[src/rtl/mult_div_ctrl.sv]
// Sequential signed multiply/divide unit feeding HI/LO. It uses radix-2 Booth for
// multiply and restoring division on magnitudes for divide, producing one bit per cycle.
module mult_div_ctrl #(
    parameter int WIDTH = 32
) (
    input  logic             clock,
    input  logic             reset,
    input  logic             start_mult,
    input  logic             start_div,
    input  logic [WIDTH-1:0] a,
    input  logic [WIDTH-1:0] b,
    output logic             busy,
    output logic             done,
    output logic             div_zero,
    output logic [WIDTH-1:0] mult_hi,
    output logic [WIDTH-1:0] mult_lo,
    output logic [WIDTH-1:0] div_hi,
    output logic [WIDTH-1:0] div_lo,
    output logic             hi_selector,
    output logic             lo_selector,
    output logic             hi_write,
    output logic             lo_write
);

    localparam int CW = $clog2(WIDTH + 1);

    typedef enum logic [2:0] {
        S_IDLE,
        S_MULT,
        S_DIV,
        S_DONE,
        S_DIVZERO
    } state_t;

    state_t           state, state_next;
    logic [CW-1:0]    count;
    logic             last_step;

    // Booth datapath: a WIDTH+1 bit accumulator keeps acc - (-2^(WIDTH-1)) from overflowing
    logic [WIDTH-1:0] m_reg;
    logic [WIDTH:0]   acc, m_ext, booth_sum, acc_next;
    logic [WIDTH-1:0] mq, mq_next;
    logic             q_m1;

    // Restoring divider datapath on magnitudes
    logic [WIDTH-1:0] dvs, quo, rem, quo_next, rem_next, quo_fix, rem_fix;
    logic [WIDTH:0]   shifted, diff;
    logic             q_neg, r_neg;

    assign last_step = (count == CW'(WIDTH - 1));

    always_ff @(posedge clock or negedge reset) begin
        if (!reset) state <= S_IDLE;
        else        state <= state_next;
    end

    // NOTE: every output gets a default first so no path through the case infers a latch.
    always_comb begin
        state_next = state;
        busy       = 1'b0;
        done       = 1'b0;
        div_zero   = 1'b0;
        hi_write   = 1'b0;
        lo_write   = 1'b0;
        case (state)
            S_IDLE: begin
                if (start_mult)                 state_next = S_MULT;
                else if (start_div && b == '0)  state_next = S_DIVZERO;
                else if (start_div)             state_next = S_DIV;
            end
            S_MULT: begin
                busy = 1'b1;
                if (last_step) state_next = S_DONE;
            end
            S_DIV: begin
                busy = 1'b1;
                if (last_step) state_next = S_DONE;
            end
            S_DONE: begin
                busy       = 1'b1;
                done       = 1'b1;
                hi_write   = 1'b1;
                lo_write   = 1'b1;
                state_next = S_IDLE;
            end
            S_DIVZERO: begin
                busy       = 1'b1;
                div_zero   = 1'b1;
                state_next = S_IDLE;
            end
            default: state_next = S_IDLE;
        endcase
    end

    assign m_ext = {m_reg[WIDTH-1], m_reg};

    always_comb begin
        booth_sum = acc;
        case ({mq[0], q_m1})
            2'b01:   booth_sum = acc + m_ext;
            2'b10:   booth_sum = acc - m_ext;
            default: booth_sum = acc;
        endcase
        acc_next = {booth_sum[WIDTH], booth_sum[WIDTH:1]};
        mq_next  = {booth_sum[0], mq[WIDTH-1:1]};
    end

    always_comb begin
        shifted  = {rem, quo[WIDTH-1]};
        diff     = shifted - {1'b0, dvs};
        rem_next = diff[WIDTH] ? shifted[WIDTH-1:0] : diff[WIDTH-1:0];
        quo_next = {quo[WIDTH-2:0], ~diff[WIDTH]};
        quo_fix  = q_neg ? -quo_next : quo_next;
        rem_fix  = r_neg ? -rem_next : rem_next;
    end

    // NOTE: sequential state uses non-blocking assignments so every register samples pre-edge values.
    always_ff @(posedge clock or negedge reset) begin
        if (!reset) begin
            count       <= '0;
            m_reg       <= '0;
            acc         <= '0;
            mq          <= '0;
            q_m1        <= 1'b0;
            dvs         <= '0;
            quo         <= '0;
            rem         <= '0;
            q_neg       <= 1'b0;
            r_neg       <= 1'b0;
            mult_hi     <= '0;
            mult_lo     <= '0;
            div_hi      <= '0;
            div_lo      <= '0;
            hi_selector <= 1'b0;
            lo_selector <= 1'b0;
        end else begin
            case (state)
                S_IDLE: begin
                    count <= '0;
                    if (start_mult) begin
                        m_reg       <= a;
                        mq          <= b;
                        acc         <= '0;
                        q_m1        <= 1'b0;
                        hi_selector <= 1'b0;
                        lo_selector <= 1'b0;
                    end else if (start_div && b != '0) begin
                        dvs         <= b[WIDTH-1] ? -b : b;
                        quo         <= a[WIDTH-1] ? -a : a;
                        rem         <= '0;
                        q_neg       <= a[WIDTH-1] ^ b[WIDTH-1];
                        r_neg       <= a[WIDTH-1];
                        hi_selector <= 1'b1;
                        lo_selector <= 1'b1;
                    end
                end
                S_MULT: begin
                    acc   <= acc_next;
                    mq    <= mq_next;
                    q_m1  <= mq[0];
                    count <= count + CW'(1);
                    if (last_step) begin
                        mult_hi <= acc_next[WIDTH-1:0];
                        mult_lo <= mq_next;
                    end
                end
                S_DIV: begin
                    rem   <= rem_next;
                    quo   <= quo_next;
                    count <= count + CW'(1);
                    if (last_step) begin
                        div_hi <= rem_fix;
                        div_lo <= quo_fix;
                    end
                end
                default: ;
            endcase
        end
    end

endmodule

[config.mk]
export PLATFORM = sky130hd
export DESIGN_NAME = mult_div_ctrl
export DESIGN_NICKNAME = d
export VERILOG_FILES = /design/src/rtl/mult_div_ctrl.sv
export SDC_FILE = /design/constraint.sdc
export NUM_CORES = 1
export LEC_CHECK = 0
export BUFFER_PORTS_ARGS = -buffer_cell sky130_fd_sc_hd__buf_2
export CAP_MARGIN = 20
export CORE_ASPECT_RATIO = 0.75
export CORE_UTILIZATION = 30
export CTS_BUF_LIST = sky130_fd_sc_hd__clkbuf_8
export DETAILED_ROUTE_END_ITERATION = 8
export GPL_TIMING_DRIVEN = 1
export PLACE_DENSITY_LB_ADDON = 0.12
export SLEW_MARGIN = 30
export SYNTH_ARGS = -nofsm -noshare
export SYNTH_HDL_FRONTEND = slang
export SYNTH_SLANG_ARGS = --single-unit
[constraint.sdc]
create_clock -name clock -period 7.5 [get_ports clock]
set_input_delay 0.75 -clock clock [delete_from_list [all_inputs] [get_ports clock]]
set_output_delay 0.75 -clock clock [all_outputs]
set_load 0.01 [all_outputs]
Word-level counts from Yosys, hierarchy flattened
Cells that the tools add are included.

word-level totals
  register bits after elaboration = 334
  output and inout bits = 135
  word-level logic and storage cells = 87
  bits of input ports = 68

operators by class
  multiplexer cells = 29
  equal/unequal tests = 12
  reductions and logical operators = 19
  add/subtract/negate cells = 8
  bitwise gates (word level) = 3

operators with widths
  cell                                                                   number
  32-bit two-way mux                                                     10
  32-bit one-hot mux with 2 select lines                                 3
  33-bit one-hot mux with 2 select lines                                 2
  32-bit negation                                                        4
  33-bit adder                                                           1
  33-bit two-way mux                                                     1
  33-bit by 32-bit subtractor with 33-bit output                         1
  33-bit subtractor                                                      1
  32-bit logical NOT                                                     1
  32-bit nonzero test                                                    1
  3-bit two-way mux                                                      4
  6-bit one-hot mux with 2 select lines                                  1
  2-bit AND reduction                                                    6
  2-bit nonzero test                                                     4
  6-bit by 1-bit adder with 6-bit output, second input constant          1
  3-bit by 2-bit equality test with 1-bit output, second input constant  2
  6-bit by 5-bit equality test with 1-bit output, second input constant  1
  1-bit two-way mux                                                      6
  2-bit != test, second input constant                                   3
  3-bit one-hot mux with 2 select lines                                  1
  3-bit AND reduction                                                    2
  4-bit != test, second input constant                                   1
  4-bit OR reduction                                                     1
  3-bit by 1-bit equality test with 1-bit output, second input constant  1
  other kinds (10)                                                       12

Longest topological paths before layout
  depth after elaboration = 5
  gate-level depth with buffers = 23
  mapped depth without buffers = 23

Worst setup path before layout
OpenSTA, ideal clock, no wires.

  path kind = reg-to-reg
  start point = register quo[31]
  end point = register div_lo[26]
  stages on the path, launching flop included = 22
  setup time = 0.133 ns
  data arrival time = 4.699 ns
  slack = 2.668 ns
  path buffers = 3
  required time = 7.367 ns
  period minus slack after synthesis = 4.832 ns
  cell sequence = dfrtp_1 -> inv_1 -> ha_1 -> fa_1 -> nand2b_1 -> a21oi_1 -> a21oi_1 -> o31ai_2 -> a31oi_1 -> xnor2_1 -> inv_1 -> clkbuf_1 -> clkbuf_1 -> buf_1 -> ha_1 -> nand4_1 -> or3b_2 -> nor2_1 -> nand2_1 -> o31ai_1 -> xor2_1 -> o21ai_0

between the ends
  longest elaborated chain between the ends = 4

RTL lines
  what                                            line  text
  from (decl)                                     46    logic [WIDTH-1:0] dvs, quo, rem, quo_next, rem_next, quo_fix, rem_fix;
  from (signal assigned)                          149   quo <= a[WIDTH-1] ? -a : a;
  from (signal assigned)                          169   quo <= quo_next;
  33-bit by 32-bit subtractor with 33-bit output  110   diff = shifted - {1'b0, dvs};
  1-bit inverter                                  112   quo_next = {quo[WIDTH-2:0], ~diff[WIDTH]};
  32-bit negation                                 113   quo_fix = q_neg ? -quo_next : quo_next;
  32-bit two-way mux                              113
  to (signal assigned)                            173   div_lo <= quo_fix;
  to (decl)                                       18    output logic [WIDTH-1:0] div_lo,

No other way between the ends.
A chain may end at the register's enable or synchronous reset.

Worst setup path after layout
  start point = register quo[31]
  end point = register div_hi[30]

between the ends
  longest elaborated chain between the ends = 4

RTL lines
  what                                            line  text
  33-bit by 32-bit subtractor with 33-bit output  110
  32-bit two-way mux *                            111   rem_next = diff[WIDTH] ? shifted[WIDTH-1:0] : diff[WIDTH-1:0];
  32-bit negation                                 114   rem_fix = r_neg ? -rem_next : rem_next;
  32-bit two-way mux *                            114
  to (signal assigned)                            172   div_hi <= rem_fix;
  to (decl)                                       17    output logic [WIDTH-1:0] div_hi,

Mark *: on every way between the ends. The rest lies on a longest branch, timed or not.

==> run_results.csv <==
group,metric,value,unit
outcome,run_status,"finished, violations left",
outcome,violations,"DRC",
sta,setup_viol,0,
routing,drtIter0Drc,1191,
logic_synthesis,netlist_instances,2322,
logic_synthesis,syn-num-nets,2463,
power_and_ir_drop,p_per_area,491.1,nW/um^2
routing,first_pass_iters,7,
job,drv_cap,0,
logic_synthesis,ys_seq_area_share,41.31,%
worst_setup_path,slowest_stage,"inv_1",
worst_setup_path,critical_path.max_stage_delay,0.56,ns
cts,clock-sinks,333,
global_routing,antenna_found_initial,7,
cts,cts_buffers,59,
sta,clock.fmax,170.3,MHz
floorplanning,die-height,226.6,um
logic_synthesis,synth_edf_count,0,
floorplanning,dieArea,68290,sq um
cts,cts_tree,"yes",
floorplanning,start_util,30.62,%
power_and_ir_drop,p_leak,0.01098,uW
logic_synthesis,yosys_warnings,0,
sta,clock_skew,0.02074,ns
sta,final-hold-violation-count,0,
place,place_congestion,0.8736,
cells_and_area,syn_to_final_growth,15.72,%
floorplanning,rows,81,
place,io_buffers,202,
cts,cts-root-buf,"clkbuf_8",
routing,drc,20,
cells_and_area,layout_common_cells,"nand2_1, dfrtp_1, o21ai_0",
cts,cts_htree_levels,2,
power_and_ir_drop,irDropWorstVdd,0.0002294,V
routing,vias,17230,
routing,antenna_left,0,
cells_and_area,stdcell_count,3402,
cts,cts_resized,0,
cts,clkTransAtPathRegs,0.06,ns
global_routing,grt_pass1_wl,100.0,mm
hold_path,hold_class,"input pin to async pin",
place,hpwlAfterDp,47.71,mm
sta,maxSlewViolCount,0,
sta,min_period,5.874,ns
floorplanning,pin_count,203,
worst_setup_path,start_kind,"register",
sta,fin_tns_setup,0,ns
logic_synthesis,synth_area,20170,sq um
worst_setup_path,critical_path_class,"register to register",
global_routing,grt_pass1_vias,16400,
place,dp.cells,3289,
logic_synthesis,dominantRegCellSynth,"dfrtp_1",
cells_and_area,layout_commonest_cell,"nand2_1",
worst_setup_path,critPathRequiredTime,8.00,ns
sta,setup_ws,1.626,ns
sta,fin_crit_sh,78.31,%
sta,slew_headroom,36.99,%
worst_setup_path,end_kind,"register",
worst_setup_path,cp_cell_sequence,"inv_1, ha_1, fa_1, nand2b_1, a21oi_1, a21oi_1, o31ai_2, a31oi_1, xnor2_2, buf_4, inv_1, buf_4, a21oi_1, ha_1, a21boi_0, nand4_1, o41ai_1, xnor2_1, o21ai_1",
floorplanning,coreArea,65880,sq um
sta,worst_pin_slew,0.9371,ns
sta,rsz0062_at_grt,"false",
logic_synthesis,ys_seq_elements,333,
cts,hold_buffers,0,
routing,wl_per_cell,18.91,um
worst_setup_path,worst-path-max-fanout,40,
worst_setup_path,critical_path_arrival,6.37,ns
place,dp_slack,1.598,ns
logic_synthesis,synth_area_per_cell,8.687,sq um
global_routing,grt_max_degree,149,
global_routing,gr-total-overflow,0,
worst_setup_path,crit_path_frequent_cell,"a21oi_1",
global_routing,grtUsageTotal,18.81,%
cells_and_area,finish.net_count,2621,
routing,routed_wl,64.35,mm
routing,via_per_inst,5.064,
cts,clk_latency,0.65,ns
logic_synthesis,netlist-cell-type-count,74,
cts,post_cts_buffers,0,
floorplanning,die_width,301.4,um
cts,clk_path_buf_depth,3,
cells_and_area,fill_cells,6881,
logic_synthesis,async_flop_share,100.0,%
power_and_ir_drop,report.power.total,11460,uW
cells_and_area,layout-drive-gt1-share,15.18,%
[metrics by stage]
stage               instance area, sq um  util [%]  hold slack, ns
global route                       23340     35.43         0.06100
detailed placement                 21990     33.38          0.4575
global placement                   21970     33.36          0.4569
finish                             23340     35.43         0.07785
floorplan                          20170         -          0.4498
CTS                                23310     35.38         0.06244
[cell usage after synthesis, drive strengths merged, types with 9 or more instances]
cell    count  share of area (%)
a211oi     11               0.41
a21o       33                1.2
a21oi     107                2.7
a221o      31                1.5
a31oi      10               0.31
and2       11               0.34
buf        30               0.76
clkbuf     94                1.7
dfrtp     333                 41
ha         71                4.4
inv        72                1.3
mux2       34                1.9
mux2i      56                2.8
nand2     385                7.2
nand2b     22               0.68
nand3      93                2.3
nand4      16               0.50
nor2      149                2.8
nor2b      11               0.34
nor3       34               0.84
nor4       18               0.63
o21ai     313                7.8
o31ai      28                1.1
o41ai      21               0.91
or2         9               0.28
or3        22               0.73
or4        11               0.45
xnor2     120                5.2
xor2       83                3.6
[critical path, delay by kind of cell, from the launching register on]
family                     cells  cell delay [ns]
and+or+nand+nor                2             0.40
buffers and inverters          4             1.52
DFF                            1             0.42
xor gates and xnor gates       2             0.34
AOI/OAI and AO/OA              8             2.15
adders and majority gates      3             0.90
[cell type report]
| type | instances | area, sq um | area share [%] |
|---|---|---|---|
| clock buffers | 83 | 1142 | 4.894 |
| well taps | 871 | 1090 | 4.669 |
| diodes | 2 | 5.005 | 0.02144 |
| flip-flops and latches | 333 | 8334 | 35.70 |
| multi-input cells | 1793 | 11140 | 47.71 |
| repair buffers | 221 | 1189 | 5.092 |
| inverters | 72 | 270.3 | 1.158 |
| clock inverters | 27 | 176.4 | 0.7558 |
[kinds of logic after synthesis]
family,count (synthesis),share of synthesized area [%]
adder cells (fa/ha/maj),73,4.603
XOR/XNOR,203,8.815
flip-flops,333,41.31
AO/OA/AOI/OAI,622,18.76
buffers and inverters,196,3.852
AND/OR/NAND/NOR,805,17.98
multiplexers,90,4.677
[power by group]
part	leakage (uW)	internal [uW]	switching [uW]	total, uW
Sequential	0.00438	2280	574	2860
Combinational	0.00587	2560	4180	6740
Clock	0.000737	1050	818	1870
Total	0.0110	5890	5570	11500
[path summary, 6_finish.rpt]
check	slack (ns)	to	cells after the start	from
max in group asynchronous	6.12	div_hi[4]	2	reset
min in group clock	0.40	m_reg[10]	2	a[10]
hold / removal	0.08	mult_hi[22]	1	reset
setup reg to reg	1.63	div_hi[30]	19	quo[31]
setup / recovery	1.63	div_hi[30]	19	quo[31]
hold reg to reg	0.47	div_hi[23]	2	div_hi[23]
[metal layers]
layer / vias up / global-route usage (%) / part of all wire [%]
met4: 8 / 3.832 / 1.4
li1: 8501 / - / -
met1: 8262 / 31.06 / 56
met5: - / 0 / 0.081
met2: 390 / 24.33 / 37
met3: 68 / 3.430 / 5.3
(Power assumes the default switching activity.)
